--- src/rtl/mbe_seq_mult_ctrl_if.sv ---
// Handshake and result bundle for the sequential radix-4 Booth multiplier.
// master: requester driving start/a/b; slave: multiplier driving status and result.
// Signals: start, a, b (request); ready, busy, done, product, iter_cnt (status/result).
interface mbe_seq_mult_ctrl_if #(
    parameter int N = 8
);
    localparam int CW = $clog2(N / 2) + 1;

    logic            start;
    logic [N-1:0]    a;
    logic [N-1:0]    b;
    logic            ready;
    logic            busy;
    logic            done;
    logic [2*N-1:0]  product;
    logic [CW-1:0]   iter_cnt;

    modport master (
        output start, a, b,
        input  ready, busy, done, product, iter_cnt
    );

    modport slave (
        input  start, a, b,
        output ready, busy, done, product, iter_cnt
    );
endinterface

--- src/rtl/mbe_seq_mult_ctrl.sv ---
// Sequential radix-4 Modified Booth multiplier: one Booth digit per clock through one N+2-bit adder.
// Latency: accept at edge 0, done high in the cycle after edge N/2 (fewer edges with early exit).
// Backpressure: start is sampled only while ready (IDLE); requests during ITER/DONE are dropped.
//
// Ports: clk, rst_n (async active-low); bus.slave carries start/a/b in and
//        ready/busy/done/product/iter_cnt out.
// Build option: define MBE_EARLY_EXIT_EN to leave ITER once all remaining Booth digits are zero.
module mbe_seq_mult_ctrl #(
    parameter int N = 8
) (
    input  logic                 clk,
    input  logic                 rst_n,
    mbe_seq_mult_ctrl_if.slave   bus
);
    localparam int              CW   = $clog2(N / 2) + 1;
    localparam logic [CW-1:0]   HALF = CW'(N / 2);

    generate
        if (((N % 2) != 0) || (N < 4)) begin : g_bad_n
            $error("mbe_seq_mult_ctrl: N must be even and at least 4");
        end
    endgenerate

    typedef enum logic [1:0] {IDLE, ITER, DONE} state_t;

    state_t          state, state_n;
    logic [N-1:0]    a_q;
    // Multiplier shifted right two bits per digit with a zero appended below bit 0,
    // so bits [2:0] are always the current Booth triplet.
    logic [N:0]      b_sr;
    // hi accumulates at the current digit's weight; lo collects the settled low bits.
    logic [N+1:0]    hi;
    logic [N-1:0]    lo;
    logic [CW-1:0]   cnt;
    logic [2*N-1:0]  prod_q;
    logic [CW-1:0]   icnt_q;

    logic [N+1:0]    a_x1, a_x2, mag, addend, sum, hi_n;
    logic [N-1:0]    lo_n;
    logic            neg, last;
    logic [CW-1:0]   cnt_n;
    logic [2*N-1:0]  prod_n;

    // Booth recoding and the single shared adder; negation is ~x plus carry-in.
    always_comb begin
        a_x1   = {{2{a_q[N-1]}}, a_q};
        a_x2   = {a_q[N-1], a_q, 1'b0};
        mag    = '0;
        neg    = 1'b0;
        case (b_sr[2:0])
            3'b001, 3'b010: mag = a_x1;
            3'b011:         mag = a_x2;
            3'b100: begin   mag = a_x2; neg = 1'b1; end
            3'b101, 3'b110: begin mag = a_x1; neg = 1'b1; end
            default:        mag = '0;
        endcase
        addend = neg ? ~mag : mag;
        sum    = hi + addend + {{(N+1){1'b0}}, neg};
        // The running sum never exceeds N+2 signed bits, so an arithmetic shift is exact.
        hi_n   = {sum[N+1], sum[N+1], sum[N+1:2]};
        lo_n   = {sum[1:0], lo[N-1:2]};
        cnt_n  = cnt + CW'(1);
    end

`ifdef MBE_EARLY_EXIT_EN
    logic [CW-1:0] rem;
    always_comb begin
        rem    = HALF - cnt_n;
        // Bits b[N-1:2i+1] sit in b_sr[N:2]; when uniform, every later digit is 000 or 111.
        last   = (cnt_n == HALF) || (&b_sr[N:2]) || (~|b_sr[N:2]);
        // On an early exit {hi,lo} is still scaled up by 4^rem; realign to the true product.
        prod_n = (2*N)'($signed({hi_n, lo_n}) >>> {rem, 1'b0});
    end
`else
    always_comb begin
        last   = (cnt_n == HALF);
        prod_n = {hi_n[N-1:0], lo_n};
    end
`endif

    always_ff @(posedge clk or negedge rst_n) begin
        if (!rst_n) begin
            state <= IDLE;
        end else begin
            state <= state_n;
        end
    end

    always_comb begin
        state_n = state;
        case (state)
            IDLE:    if (bus.start) state_n = ITER;
            ITER:    if (last)      state_n = DONE;
            DONE:                   state_n = IDLE;
            default:                state_n = IDLE;
        endcase
    end

    always_ff @(posedge clk or negedge rst_n) begin
        if (!rst_n) begin
            a_q    <= '0;
            b_sr   <= '0;
            hi     <= '0;
            lo     <= '0;
            cnt    <= '0;
            prod_q <= '0;
            icnt_q <= '0;
        end else begin
            case (state)
                IDLE: begin
                    if (bus.start) begin
                        a_q  <= bus.a;
                        b_sr <= {bus.b, 1'b0};
                        hi   <= '0;
                        lo   <= '0;
                        cnt  <= '0;
                    end
                end
                ITER: begin
                    hi   <= hi_n;
                    lo   <= lo_n;
                    b_sr <= {b_sr[N], b_sr[N], b_sr[N:2]};
                    cnt  <= cnt_n;
                    if (last) begin
                        prod_q <= prod_n;
                        icnt_q <= cnt_n;
                    end
                end
                default: ;
            endcase
        end
    end

    assign bus.ready    = (state == IDLE);
    assign bus.busy     = (state == ITER);
    assign bus.done     = (state == DONE);
    assign bus.product  = prod_q;
    assign bus.iter_cnt = icnt_q;
endmodule

--- src/flat_wrapper.sv ---
// flat-port wrapper written by rule: the top's interface ports become plain ports
module mbe_seq_mult_ctrl_flat 
#(
    parameter int N = 8
)
  (clk, rst_n, bus_start, bus_a, bus_b, bus_ready, bus_busy, bus_done, bus_product, bus_iter_cnt);
  mbe_seq_mult_ctrl_if #(.N(N)) bus_i ();
  input  logic clk;
  input  logic rst_n;
  input wire logic [$bits(bus_i.start)-1:0] bus_start;
  input wire logic [$bits(bus_i.a)-1:0] bus_a;
  input wire logic [$bits(bus_i.b)-1:0] bus_b;
  output wire logic [$bits(bus_i.ready)-1:0] bus_ready;
  output wire logic [$bits(bus_i.busy)-1:0] bus_busy;
  output wire logic [$bits(bus_i.done)-1:0] bus_done;
  output wire logic [$bits(bus_i.product)-1:0] bus_product;
  output wire logic [$bits(bus_i.iter_cnt)-1:0] bus_iter_cnt;
  assign bus_i.start = bus_start;
  assign bus_i.a = bus_a;
  assign bus_i.b = bus_b;
  assign bus_ready = bus_i.ready;
  assign bus_busy = bus_i.busy;
  assign bus_done = bus_i.done;
  assign bus_product = bus_i.product;
  assign bus_iter_cnt = bus_i.iter_cnt;
  mbe_seq_mult_ctrl #(.N(N)) u_core (.clk(clk), .rst_n(rst_n), .bus(bus_i));
endmodule
--- config.mk ---
export PLATFORM = sky130hd
export DESIGN_NAME = mbe_seq_mult_ctrl_flat
export DESIGN_NICKNAME = d
export VERILOG_FILES = /design/src/rtl/mbe_seq_mult_ctrl_if.sv /design/src/rtl/mbe_seq_mult_ctrl.sv /design/src/flat_wrapper.sv
export SDC_FILE = /design/constraint.sdc
export NUM_CORES = 1
export LEC_CHECK = 0
export CORE_AREA = 2 2 79 81
export CTS_CLUSTER_SIZE = 24
export DETAILED_ROUTE_END_ITERATION = 8
export DIE_AREA = 0 0 81 83
export GPL_TIMING_DRIVEN = 0
export PLACE_DENSITY = 0.75
export SLEW_MARGIN = 10
export SYNTH_ARGS = -nofsm -noshare
export SYNTH_HDL_FRONTEND = slang
export SYNTH_SLANG_ARGS = --single-unit
--- constraint.sdc ---
create_clock -name clk -period 2.5 [get_ports clk]
set_input_delay 0.625 -clock clk [delete_from_list [all_inputs] [get_ports clk]]
set_output_delay 0.625 -clock clk [all_outputs]
set_load 0.1 [all_outputs]
==> results <==
==> cells in the mapped netlist (2+ instances only) <==
master and number:
dfrtp_1 55, nand2_1 43, o21ai_0 19, mux2_2 15
ha_1 14, a22o_1 13, nor2_1 12, a21oi_1 10
xor2_1 10, a22oi_1 9, buf_2 6, mux2i_1 6
nand2b_1 5, xnor2_1 5, buf_6 4, inv_1 4
nor3_1 4, a211o_1 3, and2_1 3, a31oi_1 2
buf_1 2, nor2b_1 2
==> repair_timing <==
action / 4_1_cts / 5_1_grt
resized for setup: 26 / 31
pin swaps: 9 / 10
setup endpoints to repair: 17 / 16
cloned: 1 / 0
buffers inserted: 6 / 2
==> registers in the layout (all words and copies together), names as in the netlist <==
register and flops:
u_core.bus.product 16, u_core.b_sr 9, u_core.a_q 8, u_core.hi 8, u_core.lo 6, u_core.bus.iter_cnt 3, u_core.cnt 3, u_core.state 2
==> cell families (layout without fill, tap and decap cells) <==
| family | Yosys count | count (layout) | synth area share (%) |
|---|---|---|---|
| AND/OR/NAND/NOR | 73 | 73 | 11.2 |
| multiplexers | 21 | 21 | 8.09 |
| XOR/XNOR | 15 | 15 | 4.64 |
| flip-flops | 55 | 55 | 48.7 |
| buffers and inverters | 19 | 77 | 3.94 |
| adder cells (fa/ha/maj) | 15 | 15 | 6.90 |
| AO/OA/AOI/OAI | 66 | 66 | 16.6 |
==> metrics by stage <==
| step | setup TNS, ps | area [um^2] | std cells |
|---|---|---|---|
| after floorplan | -0.0921 | 2870 | 264 |
| after global placement | -48390 | 3360 | 379 |
| after detailed placement | -2060 | 3380 | 380 |
| after CTS | -1730 | 3590 | 395 |
| after global routing | -3860 | 3760 | 397 |
| final | -1950 | 3760 | 397 |
==> worst reg2reg max path, cell delays in order, from the launching register on <==
cell	delay, ps
dfrtp_2	430
inv_2	70
ha_1	230
o31ai_4	300
buf_6	180
xor2_2	90
fa_2	420
a211oi_4	280
o21ai_2	120
a21oi_4	200
nor3_2	60
a211o_1	230
==> per-layer routing <==
metal  up-vias  GRT usage (%)  wire length (um)
li1       1041              -                 -
met1      1054           25.9              2650
met2        65           31.3              3110
met3        12           3.80               317
met4         0           7.24               126
met5         -              0                 0
==> cell usage in the layout, fill, tap and decap left out, types with 2 or more instances in the layout <==
cell,n
dfrtp_1,54
nand2_1,43
clkdlybuf4s50_1,35
a22o_1,13
o21ai_0,12
mux2_2,12
nor2_1,11
ha_1,8
buf_6,7
buf_4,7
mux2i_1,6
xor2_1,6
buf_2,6
a21oi_1,6
clkbuf_8,6
a22oi_1,5
nand2b_1,5
ha_4,5
a22oi_2,4
a21oi_2,4
o21ai_2,4
inv_2,3
mux2_4,3
xor2_2,3
o21ai_1,3
and2_1,3
nor3_1,3
a211o_1,3
xnor2_2,3
inv_1,2
nor2b_1,2
xnor2_1,2
a31oi_1,2
dlygate4sd2_1,2
==> worst paths after layout <==
kind	start	to
worst min register to register	u_core.bus.iter_cnt[2]	u_core.bus.iter_cnt[2]
worst max-delay path	u_core.b_sr[0]	u_core.hi[6]
min in group clk	u_core.bus.iter_cnt[2]	u_core.bus.iter_cnt[2]
max in group asynchronous	rst_n	u_core.bus.product[9]
worst min-delay path	rst_n	u_core.a_q[0]
worst max register to register	u_core.b_sr[0]	u_core.hi[6]
==> final cells by class <==
cell class	count	share of cell area (%)
multi-input cells	190	41.9
clock inverters	2	0.432
plain buffers	13	2.56
inverters	6	0.665
flip-flops and latches	55	36.6
well taps	75	2.49
repair buffers	50	13.2
clock buffers	6	2.19
==> flow_summary.toml <==
[outcome]
outcome = "complete, but fails checks"
violations = "setup timing"

[die]
coreArea_mm2 = 0.00582
start_util_pct = 48.6
die_w_um = 81
ios = 41
die_h_um = 83
fp.dieArea_mm2 = 0.00672
rows = 28

[critical_path]
crit_fanout = 5
worstRegToRegCells = 11
cp-end-kind = "register"
critical_path_buf_inv_count = 2
critPathSlowestCell = "dfrtp_2"
cp.depth = 11
arrival_ps = 2920
crit_path_cell_trace = "inv_2 -> ha_1 -> o31ai_4 -> buf_6 -> xor2_2 -> fa_2 -> a211oi_4 -> o21ai_2 -> a21oi_4 -> nor3_2 -> a211o_1"
r2r_slack_ps = -220
max_stage_delay_ps = 430
cp_top_family = "compound AO/OA/AOI/OAI gates"
critPathKind = "register to register"
cp.required_ps = 2700
start_kind = "register"

[logic_synthesis]
synthArstFlopShare_pct = 100
syn-cell-area_mm2 = 0.00283
synth_cells = 264
synth_edf_count = 0
yosysWarnings = 0
synth_top_area_share_pct = 48.7
synthFlopType = "dfrtp_1"
avgSynthCellArea_um2 = 10.7
syn-num-nets = 298
yosysTopAreaCell = "dfrtp_1"
ys_seq_area_share_pct = 48.7
synthTopCellsByArea = "dfrtp_1 (49%), ha_1 (6.2%), mux2_2 (6.0%)"
yosysUniqueCellTypes = 40
ys_seq_elements = 55

[timing]
min_period_ps = 2720
min_period_over_period_pct = 109
slew_headroom_pct = 35.1
final-hold-violation-count = 0
fin_ws_ps = -220
worst_pin_slew_ps = 970
whs_ps = 245
rsz0062_at_grt = "yes"
finalSetupViolations = 12
finalMaxSlewViolations = 0
finClkSkew_ps = 5.07
max_freq_ghz = 0.368

[global_routing]
grt_max_degree = 38
grt_antenna_before_repair = 0
overflow = 0
grt_use_total_pct = 19.5
grt_pass1_wl_mm = 10.2
grt_pass1_vias = 2148

[min_path]
hp-class = "input port to asynchronous set/reset pin"

[cells_and_area]
utilization_pct = 64.7
n_antenna_cell = 0
register_area_mm2 = 0.00138
area_growth_syn_to_layout_pct = 33.0
num-nets-final = 355
nFillCells = 483
drive_above_1_share_pct = 27.0
multi_input_area_mm2 = 0.00158

[route]
drtIter0Drc = 109
drc_errors = 0
wl_per_cell_um = 15.6
routed_wl_mm = 6.20
ant_nets = 0
via_per_inst = 5.47
num_vias = 2172
drtPass1Iterations = 4

[place]
port_buffers = 40
place_ws_ps = -617
gp_congestion = 0.809
dp_hpwl_mm = 4.17

[cts]
cts_tree = "done"
clk_path_buf_depth = 2
clkSinkCount = 55
cts_root_buffer = "clkbuf_8"
postCtsHoldBufs = 0
htree_levels = 2
clkSlewWorstSetupHoldPaths_ps = 100
clk_latency_ps = 310
cts_made_buffers = 5

[run]
maxCapViolCount = 0
Power of run 1 is left out: the tool's default activity adds up to more than one toggle a clock period on the data nets, which glitch-free logic cannot reach.
